$ cat src/rtl/pipeline_hazard_controller.sv
// rtl/pipeline_hazard_controller.sv - load-use/branch hazard control, debug halt/step drain FSM, event counters
module pipeline_hazard_controller #(
  parameter int DRAIN_CYCLES = 4,
  parameter int CNT_W        = 16
) (
  input  logic             clk,
  input  logic             reset_n,
  input  logic [4:0]       id_rn,
  input  logic [4:0]       id_rm,
  input  logic             id_uses_rm,
  input  logic             ex_mem_read,
  input  logic [4:0]       ex_rd,
  input  logic             mem_branch_taken,
  input  logic             halt_req,
  input  logic             step_req,
  input  logic             resume_req,
  input  logic             cnt_clear,
  output logic             pc_write_en,
  output logic             if_id_write_en,
  output logic             if_id_flush,
  output logic             id_ex_flush,
  output logic             ex_mem_flush,
  output logic             halted,
  output logic [2:0]       state_o,
  output logic [CNT_W-1:0] stall_count,
  output logic [CNT_W-1:0] flush_count
);

  localparam int DW = $clog2(DRAIN_CYCLES + 1);

  typedef enum logic [2:0] {
    RUN    = 3'd0,
    DRAIN  = 3'd1,
    HALTED = 3'd2,
    STEP   = 3'd3
  } state_t;

  state_t        state;
  logic [DW-1:0] drain_cnt;
  logic          lu_raw;
  logic          active;
  logic          br;
  logic          lu;

  // X31 reads as zero, so a load targeting it can never feed a consumer.
  assign lu_raw = ex_mem_read && (ex_rd != 5'd31) &&
                  ((ex_rd == id_rn) || (id_uses_rm && (ex_rd == id_rm)));

  // Hazards are only acted on while instructions are still flowing; HALTED and
  // STEP run on an already-empty pipeline.
  assign active = (state == RUN) || (state == DRAIN);
  assign br     = mem_branch_taken && active;
  assign lu     = lu_raw && !mem_branch_taken && active;

  assign halted  = (state == HALTED);
  assign state_o = state;

  // Per-state pipeline register enables and flushes, branch before load-use.
  always_comb begin
    pc_write_en    = 1'b0;
    if_id_write_en = 1'b0;
    if_id_flush    = 1'b0;
    id_ex_flush    = 1'b0;
    ex_mem_flush   = 1'b0;
    case (state)
      RUN, DRAIN: begin
        if (br) begin
          pc_write_en    = 1'b1;
          if_id_write_en = 1'b1;
          if_id_flush    = 1'b1;
          id_ex_flush    = 1'b1;
          ex_mem_flush   = 1'b1;
        end else if (lu) begin
          id_ex_flush = 1'b1;
        end else if (state == RUN) begin
          pc_write_en    = 1'b1;
          if_id_write_en = 1'b1;
        end else begin
          if_id_write_en = 1'b1;
          if_id_flush    = 1'b1;
        end
      end
      HALTED: begin
        if_id_flush = 1'b1;
      end
      STEP: begin
        pc_write_en    = 1'b1;
        if_id_write_en = 1'b1;
      end
      default: begin
        pc_write_en = 1'b0;
      end
    endcase
  end

  // Debug sequencing FSM; any hazard during drain restarts the bubble count.
  always_ff @(posedge clk or negedge reset_n) begin
    if (!reset_n) begin
      state     <= RUN;
      drain_cnt <= '0;
    end else begin
      case (state)
        RUN: begin
          if (halt_req) begin
            state     <= DRAIN;
            drain_cnt <= DW'(DRAIN_CYCLES);
          end
        end
        DRAIN: begin
          if (br || lu) begin
            drain_cnt <= DW'(DRAIN_CYCLES);
          end else if (drain_cnt == DW'(1)) begin
            state     <= HALTED;
            drain_cnt <= '0;
          end else begin
            drain_cnt <= drain_cnt - DW'(1);
          end
        end
        HALTED: begin
          if (resume_req) begin
            state <= RUN;
          end else if (step_req) begin
            state <= STEP;
          end
        end
        STEP: begin
          state     <= DRAIN;
          drain_cnt <= DW'(DRAIN_CYCLES);
        end
        default: begin
          state     <= RUN;
          drain_cnt <= '0;
        end
      endcase
    end
  end

  // Saturating event counters; clear takes precedence over a same-cycle event.
  always_ff @(posedge clk or negedge reset_n) begin
    if (!reset_n) begin
      stall_count <= '0;
      flush_count <= '0;
    end else if (cnt_clear) begin
      stall_count <= '0;
      flush_count <= '0;
    end else begin
      if (lu && (stall_count != '1)) stall_count <= stall_count + CNT_W'(1);
      if (br && (flush_count != '1)) flush_count <= flush_count + CNT_W'(1);
    end
  end

endmodule

$ cat config.mk
export PLATFORM = sky130hd
export DESIGN_NAME = pipeline_hazard_controller
export DESIGN_NICKNAME = d
export VERILOG_FILES = /design/src/rtl/pipeline_hazard_controller.sv
export SDC_FILE = /design/constraint.sdc
export NUM_CORES = 1
export LEC_CHECK = 0
export ABC_AREA = 1
export CAP_MARGIN = 20
export CORE_MARGIN = 8
export CORE_UTILIZATION = 47
export DETAILED_ROUTE_END_ITERATION = 8
export PLACE_DENSITY = 0.76
export REMOVE_ABC_BUFFERS = 1
export SKIP_CTS_REPAIR_TIMING = 1
export SYNTH_ARGS = -nofsm -noshare
export SYNTH_HDL_FRONTEND = slang
export SYNTH_SLANG_ARGS = --single-unit
$ cat constraint.sdc
create_clock -name clk -period 4.03 [get_ports clk]
set_input_delay 0.403 -clock clk [delete_from_list [all_inputs] [get_ports clk]]
set_output_delay 0.403 -clock clk [all_outputs]
set_load 0.005 [all_outputs]
# [Word-level counts from Yosys, hierarchy flattened]
# Cells that the tools add are included.
[classes] n_addsub=3 n_eq_ne=13 n_mux=30 bitwise=1 n_reduce_logical=18
[ops] op="$mux W16" count=4
[ops] op="$add A16 B1 Y16 const B" count=2
[ops] op="$ne A16 B16 Y1 const B" count=2
[ops] op="$mux W3" count=8
[ops] op="$pmux W3 S4" count=2
[ops] op="$mux W1" count=13
[ops] op="$eq A5 B5 Y1" count=2
[ops] op="$logic_and A1 B1 Y1" count=8
[ops] op="$eq A3 B1 Y1 const B" count=2
[ops] op="$eq A3 B2 Y1 const B" count=2
[ops] op="$pmux W1 S2" count=3
[ops] op="$ne A5 B5 Y1 const B" count=1
[ops] op="$ne A2 B2 Y1 const B" count=2
[ops] op="$reduce_and A4 Y1" count=1
[ops] op="$reduce_bool A2 Y1" count=2
[ops] op="$logic_not A3 Y1" count=1
[ops] op="$logic_or A1 B1 Y1" count=3
[ops] op="$ne A3 B3 Y1 const B" count=1
[ops] op="$sub A3 B1 Y3 const B" count=1
[ops] op="$ne A2 B1 Y1 const B" count=1
[ops] op="$reduce_and A2 Y1" count=1
[ops] op="$reduce_or A2 Y1" count=1
[ops] op="$logic_not A1 Y1" count=1
[ops] op="$not A1 Y1" count=1
[totals] register_bits=38 in_bits=24 out_inout_bits=41

# [Longest topological paths before layout]
# Gate-level depths: netlist of run 1.
[logic_depth] word_depth=9 ltp_mapped=12 mapped_depth_nobuf=12

# [Worst setup path after synthesis of run 1]
# No wires, ideal clock.
[synth_timing] path_type="reg2out" startpoint="register state[1], in the netlist state_o[1]" endpoint="output if_id_flush" arrival_time_ns=1.454 slack_ns=2.173 stages_incl_launch_ff=10 n_path_buf=0 cell_sequence="dfrtp_1 -> inv_1 -> ha_1 -> inv_2 -> nand2_1 -> nand3b_1 -> nor2_1 -> nand2_1 -> a21oi_1 -> o21ai_0"
[synth_between] elab_chain_len=6 word_cells_on_any_way=11
[synth_rtl] item="from (decl)" line="38" text="state_t state;"
[synth_rtl] item="from (signal assigned)" line="99" text="state <= RUN;"
[synth_rtl] item="from (signal assigned)" line="105" text="state <= DRAIN;"
[synth_rtl] item="from (signal assigned)" line="113" text="state <= HALTED;"
[synth_rtl] item="$eq A3 B1 Y1 or $logic_not A3 Y1 (tied branches)" line="51, 65, 75"
[synth_rtl] item="$logic_or A1 B1 Y1" line="51" text="assign active = (state == RUN) || (state == DRAIN);"
[synth_rtl] item="$logic_and A1 B1 Y1" line="53" text="assign lu = lu_raw && !mem_branch_taken && active;"
[synth_rtl] item="$mux W1" line="73" text="end else if (lu) begin"
[synth_rtl] item="$mux W1" line="67" text="if (br) begin"
[synth_rtl] item="$pmux W1 S2 (*)" line="65" text="case (state)"
[synth_rtl] item="to (decl)" line="20" text="output logic if_id_flush,"
# Every way passes the cells marked *; elsewhere a longest branch is shown, timed or not.

# [Final worst setup path of run 1]
[layout_timing] startpoint="register state[1], in the netlist state_o[1]" endpoint="output pc_write_en"
[layout_between] elab_chain_len=6 word_cells_on_any_way=11
[layout_rtl] item="$eq A3 B1 Y1 or $logic_not A3 Y1 (tied branches)" line="51, 65, 75"
[layout_rtl] item="$logic_or A1 B1 Y1" line="51"
[layout_rtl] item="$logic_and A1 B1 Y1" line="53"
[layout_rtl] item="$mux W1" line="73"
[layout_rtl] item="$mux W1" line="67"
[layout_rtl] item="$pmux W1 S2 (*)" line="65"
[layout_rtl] item="to (decl)" line="18" text="output logic pc_write_en,"
# Marks and branches as above.

==> impl_results.md, run 1 <==
- Status: complete, no violations
- Final Instance Count excl. Fillers: ~530
- Max IR drop VDD: approximately 0.00017 V
- Finished Cell Area: between 0.003 and 0.004 mm²
- # setup viols final: 0
- Initial Util: roughly 50%
- Comb pwr share: around two fifths
- EDFF count, synth: 0
- Placed Area: roughly 0.0034 mm²
- H-tree depth: 2
- Antenna Nets Post-Route: 0
- DP Cell Count: between 500 and 600
- Worst-path clk slew: 0.08 ns
- Warnings from Yosys: 0
- Setup WS post-layout: approximately 1.2 ns
- Hold Violations, Final: 0
- Die width: approximately 92 µm
- Max-slew headroom: between 40% and 50%
- Worst Path Max Fanout: 9
- CORE AREA: about 0.0055 mm²
- Worst-Skew Late Latency: 0.30 ns
- Worst r2r path cells: 10
- Fraction of layout cells with a size suffix above 1: 6.83%
- Total Routing Usage GR: approximately 17%
- Grt ovf: 0
- Initial DRC count: between 100 and 150
- Crit path top cell by count: nand2_1
- Net Switching: about 430 µW
- Total chip power: approximately 1.2 mW
- Commonest non-fill, non-tap cell in the layout: nand2_1
- Ys flop type: dfrtp_1
- Port buffer count: 63
- Routed vias: roughly 2,700
- Pin count of the biggest net entering global routing: 38
- Synthesized flop and latch total: 37
- Cell leakage power: around 1.7 nW
- Worst setup SP type: flip-flop
- Post-route clock period utilization: 71.2%
- Avg Cell Area, Syn: about 6.9 µm²
- First-pass GRT wire length: between 10,000 and 15,000 µm
- Crit end category: primary output
- CP max-delay cell: dfrtp_1
- Vias in the first global route: 2,588
- CTS tree: built
- Drt drc: 0
- Pin slew with the least headroom to its limit: 0.843 ns
- Yosys cell types: 36
- Sequential cell fraction of total power: 37.5%
- Number of max-cap violations: 0
- Cts bufs inserted: 5
- DP Worst Slack: approximately 1.4 ns
- Std-Cell Rows: 27
- Switching share of power: 37.1%
- Final Skew: 0.0109 ns
- Worst Setup Path Type: reg2out
- Die Ht: around 92 µm
- Critical-path cell list: inv_1 -> ha_1 -> inv_2 -> nand2_1 -> nand3b_1 -> nor2_1 -> nand2_1 -> a21oi_1 -> o21ai_0 -> clkdlybuf4s50_1
- Slowest Stage Delay on Critical Path: about 0.48 ns
- Part of the power in the clock network: between 20 and 25%
- Detailed placement HPWL: 5050 µm
- Max Slew Vio Count: 0
- Ant. Diodes: 0
- Root buffer cell: clkbuf_8
- WP data required: between 3 and 4 ns
- Syn Std Cell Area: ~0.0027 mm²
- Synth Instances: 390
- Hold Path Class: in2async
- Post-synth ARST share: 100%
- Initial antenna violation count: 0
- Tmin final: 2.87 ns
- Drt total wl: around 6800 µm
- Most frequent cells in the layout: 117 x nand2_1, 62 x clkdlybuf4s50_1, 51 x nor2_1
- Area growth syn-to-layout: 28.6%
- Routed len/inst: 12.9 µm
- Worst Path Arrival: around 2.5 ns
- Nets: between 400 and 500
- Sequential cell area fraction in the yosys report: 34.4%
- Drt first pass iters: 5
- FMAX: approximately 350 MHz
- IO Pins: 65
- Die Area: 0.00841 mm²
- Internal Power: roughly 730 µW
- CTS Sinks: 37
- TNS Setup: 0 ns
- Gpl congestion: just under 0.9
- RSZ-0062 raised after global routing: no
- Via density: 5.10
- Max clock buf depth: 2
- Power Density: between 300 and 400 mW/mm²
[Yosys cell counts (3+ instances only)]
| cell | count | area (µm²) |
|---|---|---|
| xor2_1 | 17 | 149 |
| nor2_1 | 51 | 191 |
| buf_2 | 3 | 15.0 |
| o22ai_1 | 3 | 18.8 |
| o21ai_0 | 8 | 40.0 |
| a21oi_1 | 4 | 20.0 |
| nand3b_1 | 3 | 22.5 |
| o31ai_1 | 3 | 22.5 |
| o21ai_1 | 6 | 30.0 |
| nand4_1 | 14 | 87.6 |
| nand3_1 | 34 | 170 |
| dfrtp_1 | 37 | 926 |
| inv_2 | 6 | 22.5 |
| nand2_1 | 117 | 439 |
| ha_1 | 9 | 113 |
| xnor2_1 | 4 | 35.0 |
| clkbuf_1 | 4 | 15.0 |
| nor3_1 | 8 | 40.0 |
| nand2_4 | 3 | 33.8 |
| inv_1 | 38 | 143 |
[cell type report]
class / count / area [µm²]
well taps: 72 / 90.1
multi-input cells: 300 / 1560
inverters: 45 / 174
clock buffers: 5 / 68.8
fillers: 534 / 2070
flip-flops and latches: 37 / 926
repair buffers: 64 / 633
clock inverters: 3 / 17.5
[flip-flops by register name (all words and copies together) (netlist names)]
register     count
flush_count     16
stall_count     16
drain_cnt        3
state_o          2
[power by group through the flow]
stage | sequential [mW] | clock [mW] | combinational (mW)
after floorplan | 0.438 | 0 | 0.272
after global placement | 0.443 | 0 | 0.466
after detailed placement | 0.446 | 0 | 0.473
after CTS | 0.439 | 0.269 | 0.476
after global routing | 0.444 | 0.289 | 0.535
final | 0.438 | 0.260 | 0.471
[worst paths after layout]
kind,endpoint,start,slack [ns]
hold / removal,flush_count[9],reset_n,0.21
max in group asynchronous,stall_count[15],reset_n,3.28
hold reg to reg,drain_cnt[2],drain_cnt[2],0.54
min in group clk,drain_cnt[2],drain_cnt[2],0.54
setup reg to reg,stall_count[8],state_o[1],1.74
setup / recovery,pc_write_en,state_o[1],1.16
[metal layers]
layer / GRT usage, % / wire (µm) / vias to the layer above
li1: - / - / 1380
met5: 0 / 0 / -
met4: 4.03 / 48 / 0
met1: 21.2 / 3070 / 1245
met3: 4.40 / 335 / 5
met2: 28.3 / 3310 / 51
[cell families after synthesis]
| family | Yosys count | share of synthesized area [%] |
|---|---|---|
| flip-flops | 37 | 34.4 |
| other | 1 | 0.139 |
| AND/OR/NAND/NOR | 240 | 40.0 |
| XOR/XNOR | 21 | 6.82 |
| AO/OA/AOI/OAI | 29 | 6.64 |
| adder cells (fa/ha/maj) | 9 | 4.18 |
| buffers and inverters | 53 | 7.85 |
[per-stage QoR]
stage	utilization, %	hold slack [ns]
after global placement	61.0	0.514
after global routing	62.6	0.268
final	62.6	0.207
after CTS	62.6	0.231
after floorplan	-	0.107
after detailed placement	61.0	0.527
[worst max-delay path, delay by kind of cell, from the launching register on]
family                   cells  cell delay [ns]
buffers and inverters        3             0.70
AND/OR/NAND/NOR              4             0.55
flip-flops                   1             0.48
AO/OA/AOI/OAI                2             0.23
adder cells (fa/ha/maj)      1             0.21
Note: power is estimated with default switching activity, not from simulation.
==> run 2: changes to the inputs <==
- clock period: 4.03 -> 2.85 ns (I/O delays scaled with it)
==> run 2 against run 1 <==
  * Design area rose by 1.3%
  * Register-to-register slack worse by 0.94 ns
  * Clock skew fell by 0.0038 ns
  * Flip-flop and latch count did not move
  * Final cell count up 0.19%
  * Via count increased by 1.0%
  * First-iteration DRC count down 7.0%
  * Global-route usage is 0.12 points lower
  * Die area did not move
  * Clock power is 84% higher
  * Routed wire length grew 1.3%
==> impl_results.md, run 2 (synthesized netlist as in run 1, its figures left out) <==
- Status: complete, no violations (unchanged)
- Critical-path cell list: inv_1 -> ha_1 -> inv_1 -> nand2_1 -> nand3b_1 -> nor2_2 -> nand2_1 -> nand2_1 -> clkdlybuf4s50_1 (was inv_1 -> ha_1 -> inv_2 -> nand2_1 -> nand3b_1 -> nor2_1 -> nand2_1 -> a21oi_1 -> o21ai_0 -> clkdlybuf4s50_1)
- WP data required: 2.57 ns (was 3.63 ns)
- IO Pins: 65 (unchanged)
- Worst setup SP type: flip-flop (unchanged)
- Die width: 91.7 µm (unchanged)
- Number of max-cap violations: 0 (unchanged)
- Grt ovf: 0 (unchanged)
- # setup viols final: 0 (unchanged)
- Tmin final: around 2.6 ns
- Pin slew with the least headroom to its limit: 0.811 ns (was 0.843 ns)
- Power Density: 505 mW/mm² (was 337 mW/mm²)
- Final Skew: 0.00711 ns (was 0.0109 ns)
- Root buffer cell: clkbuf_8 (unchanged)
- CP max-delay cell: clkdlybuf4s50_1 (was dfrtp_1)
- Vias in the first global route: 2,730 (was 2,588)
- Biggest regs: flush_count: 16 flops, stall_count: 16 flops, drain_cnt: 3 flops (unchanged)
- Worst-path clk slew: 0.07 ns (was 0.08 ns)
- Slowest Stage Delay on Critical Path: 0.53 ns (was 0.48 ns)
- Max Slew Vio Count: 0 (unchanged)
- Die Area: 0.00841 mm² (unchanged)
- H-tree depth: 2 (unchanged)
- Most frequent cells in the layout: 117 x nand2_1, 62 x clkdlybuf4s50_1, 50 x nor2_1 (was 117 x nand2_1, 62 x clkdlybuf4s50_1, 51 x nor2_1)
- Std-Cell Rows: 27 (unchanged)
- Die Ht: 91.7 µm (unchanged)
- Port buffer count: 63 (unchanged)
- Drt drc: 0 (unchanged)
- Gpl congestion: 0.872 (was 0.886)
- First-pass GRT wire length: 12,100 µm (about the same)
- Crit path top cell by count: nand2_1 (unchanged)
- FMAX: between 300 and 400 MHz
- Post-route clock period utilization: 92.2%
- Fraction of layout cells with a size suffix above 1: 7.91% (was 6.83%)
- Total chip power: 1.78 mW (was 1.17 mW)
- Cts bufs inserted: 5 (unchanged)
- Max-slew headroom: 45.9% (was 43.8%)
- Worst Path Max Fanout: 6 (was 9)
- Initial DRC count: 120 (was 129)
- Drt first pass iters: 5 (unchanged)
- Hold Path Class: in2async (unchanged)
- Initial antenna violation count: 0 (unchanged)
- Routed len/inst: 13.0 µm (was 12.9 µm)
- Routed vias: 2,709 (was 2,681)
- Max clock buf depth: 2 (unchanged)
- Cell leakage power: 1.67 nW (was 1.65 nW)
- Worst-Skew Late Latency: 0.29 ns (was 0.30 ns)
- Hold Violations, Final: 0 (unchanged)
- CTS Sinks: 37 (unchanged)
- Initial Util: 48.6% (unchanged)
- Max IR drop VDD: 0.000288 V (was 0.000167 V)
- Total Routing Usage GR: 16.8% (was 16.9%)
- CTS tree: built (unchanged)
- Detailed placement HPWL: 5170 µm (was 5050 µm)
- Antenna Nets Post-Route: 0 (unchanged)
- Drt total wl: 6860 µm (was 6770 µm)
- Fin util: 63.4% (was 62.6%)
- Worst Setup Path Type: reg2out (unchanged)
- Pin count of the biggest net entering global routing: 38 (unchanged)
- Nets: 487 (was 486)
- Ant. Diodes: 0 (unchanged)
- Hold WS: 0.0777 ns (was 0.207 ns)
- Worst Path Arrival: 2.34 ns (was 2.47 ns)
- Via density: 5.14 (was 5.10)
- Commonest non-fill, non-tap cell in the layout: nand2_1 (unchanged)
- CORE AREA: 0.00554 mm² (unchanged)
- Area growth syn-to-layout: 30.4% (was 28.6%)
- Crit end category: primary output (unchanged)
[run 2: power by group]
part | total [mW] | internal (mW) | switching (mW) | leakage [nW]
clock | 0.479 | 0.285 | 0.194 | 0.0574
sequential | 0.623 | 0.571 | 0.0518 | 0.506
combinational | 0.674 | 0.303 | 0.371 | 1.11
[run 2: final timing paths]
check / start / to / slack [ns] / depth (start not counted)
min in group clk: drain_cnt[2] / drain_cnt[2] / 0.56 / 2
worst max register to register: stall_count[0] / stall_count[12] / 0.80 / 9
max in group asynchronous: reset_n / state_o[1] / 2.20 / 1
worst min register to register: drain_cnt[2] / drain_cnt[2] / 0.56 / 2
worst max-delay path: state_o[0] / id_ex_flush / 0.22 / 9
worst min-delay path: reset_n / flush_count[10] / 0.08 / 1
[run 2: cell type report]
cell class                      instances  area [µm²]
Multi-Input combinational cell        300        1560
Tap cell                               72        90.1
Sequential cell                        37         928
Inverter                               45         174
Clock inverter                          2        37.5
Fill cell                             517        2030
Timing Repair Buffer                   65         641
Clock buffer                            6        82.6
[run 2: per-layer routing]
layer | part of all wire (%) | GRT usage, % | vias up | wire length [µm]
li1 | - | - | 1379 | -
met1 | 44 | 19.8 | 1226 | 3020
met2 | 48 | 28.7 | 87 | 3260
met3 | 5.8 | 4.07 | 17 | 400
met4 | 2.6 | 6.58 | 0 | 175
met5 | 0 | 0 | - | 0
[run 2: stage by stage]
step	worst slack [ns]	setup TNS (ns)	instance area (µm²)	std cells
CTS	0.0726	0	3510	527
detailed placement	0.411	0	3390	519
global placement	0.437	0	3390	519
global route	-0.00567	-0.00567	3510	527
floorplan	1.05	0	2660	382
finish	0.223	0	3510	527
[run 2: worst max-delay path: cells and delay by family, from the launching register on]
kind          cells  cell delay [ns]
buf+inv           3             0.74
fa+ha+maj         1             0.18
simple gates      5             0.67
flops             1             0.44
